--- config.mk ---
export PLATFORM = sky130hd
export DESIGN_NAME = sequenceur_jeu
export DESIGN_NICKNAME = d
export VERILOG_FILES = /design/src/rtl/sequenceur_jeu.sv
export SDC_FILE = /design/constraint.sdc
export NUM_CORES = 1
export LEC_CHECK = 0
export ABC_CLOCK_PERIOD_IN_PS = 2900
export BUFFER_PORTS_ARGS = -buffer_cell sky130_fd_sc_hd__buf_2
export CORE_AREA = 2 2 64 66
export DETAILED_ROUTE_END_ITERATION = 8
export DIE_AREA = 0 0 66 68
export GPL_TIMING_DRIVEN = 0
export PLACE_DENSITY_LB_ADDON = 0.12
export SYNTH_ARGS = -nofsm -noshare
export SYNTH_HDL_FRONTEND = slang
export SYNTH_SLANG_ARGS = --single-unit
--- constraint.sdc ---
create_clock -name clk -period 2.9 [get_ports clk]
set_input_delay 0.145 -clock clk [delete_from_list [all_inputs] [get_ports clk]]
set_output_delay 0.145 -clock clk [all_outputs]
set_load 0.02 [all_outputs]
--- src/rtl/sequenceur_jeu.sv ---
// Game-flow controller for the three-column falling-brick game: gravity tick, active column, heights.
// Optional macro SEQ_SCORE_EN adds the 8-bit saturating clear counter on score (tied to 0 otherwise).
module sequenceur_jeu #(
  parameter int TICK_DIV = 10000,
  parameter int FAST_DIV = 1000
) (
  input  logic       clk,
  input  logic       reset,
  input  logic       start,
  input  logic       boutonTomber,
  input  logic       boutonGauche,
  input  logic       boutonDroite,
  input  logic       PlusGauche,
  input  logic       PlusCentre,
  input  logic       PlusDroite,
  input  logic       Aligne,
  input  logic       Perdu,
  output logic       pulse,
  output logic [1:0] col,
  output logic [2:0] hauteurGauche,
  output logic [2:0] hauteurCentre,
  output logic [2:0] hauteurDroite,
  output logic [2:0] etat,
  output logic [7:0] score
);

  typedef enum logic [2:0] {
    IDLE  = 3'd0,
    SPAWN = 3'd1,
    FALL  = 3'd2,
    LAND  = 3'd3,
    CLEAR = 3'd4,
    OVER  = 3'd5
  } state_t;

  state_t          state_reg, state_next;
  logic [15:0]     cnt_reg, cnt_next;
  logic            pulse_reg, pulse_next;
  logic [1:0]      col_reg, col_next;
  logic [2:0][2:0] haut_reg, haut_next;
  logic [2:0][2:0] haut_inc, haut_dec;
  logic            start_prev_reg, gauche_prev_reg, droite_prev_reg;

  logic        start_edge, gauche_edge, droite_edge;
  logic [2:0]  plus;
  logic [15:0] divisor;
  logic        terminal;

  assign start_edge  = start & ~start_prev_reg;
  assign gauche_edge = boutonGauche & ~gauche_prev_reg;
  assign droite_edge = boutonDroite & ~droite_prev_reg;
  assign plus        = {PlusDroite, PlusCentre, PlusGauche};

  // ">=" rather than "==" so a mid-count switch to fast mode fires immediately
  assign divisor  = boutonTomber ? 16'(FAST_DIV) : 16'(TICK_DIV);
  assign terminal = (cnt_reg >= (divisor - 16'd1));

  genvar gi;
  generate
    for (gi = 0; gi < 3; gi++) begin : g_col
      assign haut_inc[gi] = (haut_reg[gi] == 3'd7) ? 3'd7 : haut_reg[gi] + 3'd1;
      assign haut_dec[gi] = (haut_reg[gi] == 3'd0) ? 3'd0 : haut_reg[gi] - 3'd1;
    end
  endgenerate

`ifdef SEQ_SCORE_EN
  logic [7:0] score_reg, score_next;
  assign score = score_reg;
`else
  assign score = 8'd0;
`endif

  always_comb begin
    state_next = state_reg;
    cnt_next   = cnt_reg;
    pulse_next = 1'b0;
    col_next   = col_reg;
    haut_next  = haut_reg;
`ifdef SEQ_SCORE_EN
    score_next = score_reg;
`endif
    case (state_reg)
      IDLE: begin
        cnt_next = 16'd0;
        if (start_edge) state_next = SPAWN;
      end
      SPAWN: begin
        cnt_next = 16'd0;
        if (haut_reg[col_reg] == 3'd7) state_next = OVER;
        else                           state_next = FALL;
      end
      FALL: begin
        if (terminal) begin
          cnt_next   = 16'd0;
          pulse_next = 1'b1;
        end else begin
          cnt_next = cnt_reg + 16'd1;
        end
        if (gauche_edge && !droite_edge && col_reg != 2'd0) col_next = col_reg - 2'd1;
        if (droite_edge && !gauche_edge && col_reg < 2'd2)  col_next = col_reg + 2'd1;
        // Loss wins over a simultaneous landing; the tick never leaks past FALL
        if (Perdu) begin
          state_next = OVER;
          pulse_next = 1'b0;
        end else if (|plus) begin
          for (int i = 0; i < 3; i++)
            if (plus[i]) haut_next[i] = haut_inc[i];
          state_next = LAND;
          pulse_next = 1'b0;
        end
      end
      LAND: begin
        state_next = Aligne ? CLEAR : SPAWN;
      end
      CLEAR: begin
        haut_next = haut_dec;
`ifdef SEQ_SCORE_EN
        if (score_reg != 8'd255) score_next = score_reg + 8'd1;
`endif
        state_next = SPAWN;
      end
      OVER: begin
        if (start_edge) begin
          haut_next  = '0;
          col_next   = 2'd1;
`ifdef SEQ_SCORE_EN
          score_next = 8'd0;
`endif
          state_next = SPAWN;
        end
      end
      default: state_next = IDLE;
    endcase
  end

  always_ff @(posedge clk) begin
    if (reset) begin
      state_reg       <= IDLE;
      cnt_reg         <= 16'd0;
      pulse_reg       <= 1'b0;
      col_reg         <= 2'd1;
      haut_reg        <= '0;
      start_prev_reg  <= 1'b0;
      gauche_prev_reg <= 1'b0;
      droite_prev_reg <= 1'b0;
`ifdef SEQ_SCORE_EN
      score_reg       <= 8'd0;
`endif
    end else begin
      state_reg       <= state_next;
      cnt_reg         <= cnt_next;
      pulse_reg       <= pulse_next;
      col_reg         <= col_next;
      haut_reg        <= haut_next;
      start_prev_reg  <= start;
      gauche_prev_reg <= boutonGauche;
      droite_prev_reg <= boutonDroite;
`ifdef SEQ_SCORE_EN
      score_reg       <= score_next;
`endif
    end
  end

  assign pulse         = pulse_reg;
  assign col           = col_reg;
  assign hauteurGauche = haut_reg[0];
  assign hauteurCentre = haut_reg[1];
  assign hauteurDroite = haut_reg[2];
  assign etat          = state_reg;

endmodule

==> flow_summary.yaml <==
outcome:
  result_of_the_run: "complete, no violations"
floorplanning:
  fp.dieW_um: 66
  fp.coreArea_um2: 3860
  die_area_um2: 4490
  pin_count: 34
  start_util_pct: 56.9
  row_count: 23
  floorplan.die.height_um: 68
synth:
  synth.top_cells.by_count: "34 x sky130_fd_sc_hd__dfxtp_1, 19 x sky130_fd_sc_hd__ha_1, 19 x sky130_fd_sc_hd__nand2_1, 19 x sky130_fd_sc_hd__nor2_1"
  synthDominantCellAreaShare_pct: 31.0
  synthDominantAreaCellType: "sky130_fd_sc_hd__dfxtp_1"
  synth_warn: 0
  synth_edf_count: 0
  yosysMostFrequentCell: "sky130_fd_sc_hd__dfxtp_1"
  synth_seq_area_share_pct: 31.0
  ys_ff_latch: 34
  synth-main-ff-cell: "sky130_fd_sc_hd__dfxtp_1"
  synth.area.top_cells: "sky130_fd_sc_hd__dfxtp_1 31%, sky130_fd_sc_hd__ha_1 11%, sky130_fd_sc_hd__a21oi_1 3.9%"
  synth-async-reset-ratio_pct: 0
  syn_area_um2: 2200
  synth_cell_type_count: 52
  synthCells: 266
  synth.avg_cell_area_um2: 8.26
clock_tree:
  ctsHtreeMaxLevel: 2
  cts_tree: "built"
  cts_setup_buffers: 0
  worstSkewPairLatency_ns: 0.29
  cts_inserted_buffers: 5
  clkSinkCount: 34
  postCtsHoldBufs: 0
  cts_repair_resize_count: 0
  deepest_clock_path_buffer_count: 2
  clk_transition_reported_paths_ns: 0.07
  root_buffer: "sky130_fd_sc_hd__clkbuf_8"
timing:
  post-route-period-util_pct: 67.7
  skew_ns: 0.00790
  rsz0062_at_grt: "no"
  timing.final.setup_violations: 0
  max_slew.worst_pin.slew_ns: 0.516
  period_minus_slack_ns: 1.96
  totalNegativeSetupSlack_ns: 0
  finalHoldViolCount: 0
  maxSlewHeadroom_pct: 65.6
  maxClockFrequency_mhz: 509
  slew_violations: 0
global_route:
  grt_first_pass_wirelength_um: 8000
  grt_usage_pct: 23.6
  grt_antenna_before_repair: 0
  globalRouteOverflowTotal: 0
  grt_pass1_vias: 1796
  maximum_number_of_pins_on_one_net_before_global_route_repair: 11
worst_hold_path:
  hold_start: "boutonDroite"
  whs_path_depth: 2
  hold-path-endpoint: "droite_prev_reg$_SDFF_PP0_"
  holdCritPathClass: "in -> reg"
detailed_routing:
  routed_wire_length_per_instance_um: 14.1
  dr_vias: 2038
  drt.antenna.violating_nets: 0
  detail_route.drc_violations: 0
  drt_pass1_iterations: 4
  detail_route.wirelength_um: 5010
  drt-initial-drc-count: 135
  drt-vias-per-instance: 5.72
layout:
  antenna-diode-count: 0
  layout.core_utilization_pct: 64.9
  largest_reg_flops: 16
  layout_cells_sized_above_1_pct: 18.0
  nNetsFinal: 335
  areaGrowthSynthToFinish_pct: 13.9
critical_path:
  timing.reg2reg.setup_slack_ns: 0.94
  reg2reg_depth: 7
  worstPathCellList: "ha_1 -> and4_1 -> o211ai_1 -> o21ai_2 -> buf_2 -> o21ai_0 -> a21o_1"
  end_of_the_worst_register_to_register_path: "cnt_reg[11]$_SDFFE_PP0P_"
  cp_max_fo: 10
  worstPathArrival_ns: 2.15
  cp_slowest_cell: "sky130_fd_sc_hd__dfxtp_1"
  start_kind: "register"
  crit_type: "reg -> reg"
  worstPathRequired_ns: 3.08
  regToRegStartpoint: "cnt_reg[13]$_SDFFE_PP0P_"
  worst_setup_path_end_kind: "register"
  cp_slowest_stage_delay_ns: 0.35
power:
  net_switching_fraction_of_the_power_pct: 31.3
  internal_power_uw: 778
  seqPwrFrac_pct: 45.5
  max-vdd-ir-drop_v: 0.000351
  p_sw_uw: 355
  comb_power_share_pct: 22.2
  pwr_dens_nw_per_um2: 453
  clock_power_share_pct: 32.3
  power_leakage_uw: 0.00111
place:
  portBuffers: 25
  post-dp-hpwl_um: 3720
  gp_congestion: 0.811
run:
  maxCapViolations: 0
## final cells by class
class / instances / area, µm²
multi-input cells: 205 / 1380
fillers: 370 / 1360
flip-flops and latches: 34 / 681
repair buffers: 25 / 125
plain buffers: 19 / 108
clock buffers: 7 / 86.3
well taps: 50 / 62.6
inverters: 15 / 56.3
clock inverters: 1 / 5.00
## power by group through the flow
stage / Combinational [µW] / Sequential [µW] / Clock (µW)
2_1_floorplan: 164 / 540 / 0
3_3_place_gp: 246 / 525 / 0
3_5_place_dp: 250 / 526 / 0
4_1_cts: 251 / 515 / 377
5_1_grt: 280 / 518 / 396
6_report: 252 / 516 / 366
## cells by family (layout without fill, tap and decap cells)
family,Yosys count,count (layout),share of synthesized area [%]
compound gates,76,76,23.6
xor+xnor,1,1,0.399
fa+ha+maj,19,19,10.8
buf+inv,34,67,7.46
flops,34,34,31.0
mux,5,5,2.28
other cells,1,8,0.171
simple gates,96,96,24.3
## cells in the final DEF (no fill, tap or decap), types with 7 or more instances in the layout
cell type,instances
sky130_fd_sc_hd__clkbuf_1,7
sky130_fd_sc_hd__conb_1,8
sky130_fd_sc_hd__buf_4,8
sky130_fd_sc_hd__dfxtp_1,34
sky130_fd_sc_hd__inv_1,15
sky130_fd_sc_hd__nor2_1,19
sky130_fd_sc_hd__nand2_1,19
sky130_fd_sc_hd__a21oi_1,17
sky130_fd_sc_hd__ha_1,19
sky130_fd_sc_hd__nand3_1,13
sky130_fd_sc_hd__buf_2,30
sky130_fd_sc_hd__o21ai_0,17
## worst max-delay path by stage
stage | from | end | slack (ns) | depth (start not counted)
final | cnt_reg[13]$_SDFFE_PP0P_ | cnt_reg[11]$_SDFFE_PP0P_ | 0.94 | 7
after global routing | etat[2]$_SDFFE_PP0P_ | hauteurCentre[2]$_SDFFE_PP0P_ | 0.76 | 7
after CTS | cnt_reg[13]$_SDFFE_PP0P_ | cnt_reg[11]$_SDFFE_PP0P_ | 0.92 | 7
after detailed placement | cnt_reg[13]$_SDFFE_PP0P_ | cnt_reg[11]$_SDFFE_PP0P_ | 0.94 | 7
after global placement | cnt_reg[13]$_SDFFE_PP0P_ | cnt_reg[11]$_SDFFE_PP0P_ | 0.95 | 7
after floorplan | cnt_reg[13]$_SDFFE_PP0P_ | cnt_reg[10]$_SDFFE_PP0P_ | 1.12 | 6
## stage by stage
step | area (µm²) | total power (µW) | setup slack, ns | std cells | hold WS [ns]
floorplan | 2220 | 705 | 1.12 | 273 | 0.273
global placement | 2410 | 772 | 0.947 | 348 | 0.362
detailed placement | 2410 | 776 | 0.944 | 348 | 0.373
CTS | 2500 | 1140 | 0.919 | 356 | 0.0659
global route | 2500 | 1190 | 0.757 | 356 | 0.0634
finish | 2500 | 1130 | 0.936 | 356 | 0.0745
## worst max-delay path: cells and delay by family, from the launching register on
kind	cells	cell delay [ns]
AO/OA/AOI/OAI	4	0.74
flip-flops	1	0.35
buffers and inverters	1	0.28
AND/OR/NAND/NOR	1	0.19
adder cells (fa/ha/maj)	1	0.30
## metal layers
metal	up-vias	track usage, %	part of all wire, %
met3	8	5.10	4.2
met1	951	26.8	43
met4	0	11.5	1.5
met2	48	42.0	51
li1	1031	-	-
met5	-	0	0
No activity file was read; power rests on OpenSTA's default activity.
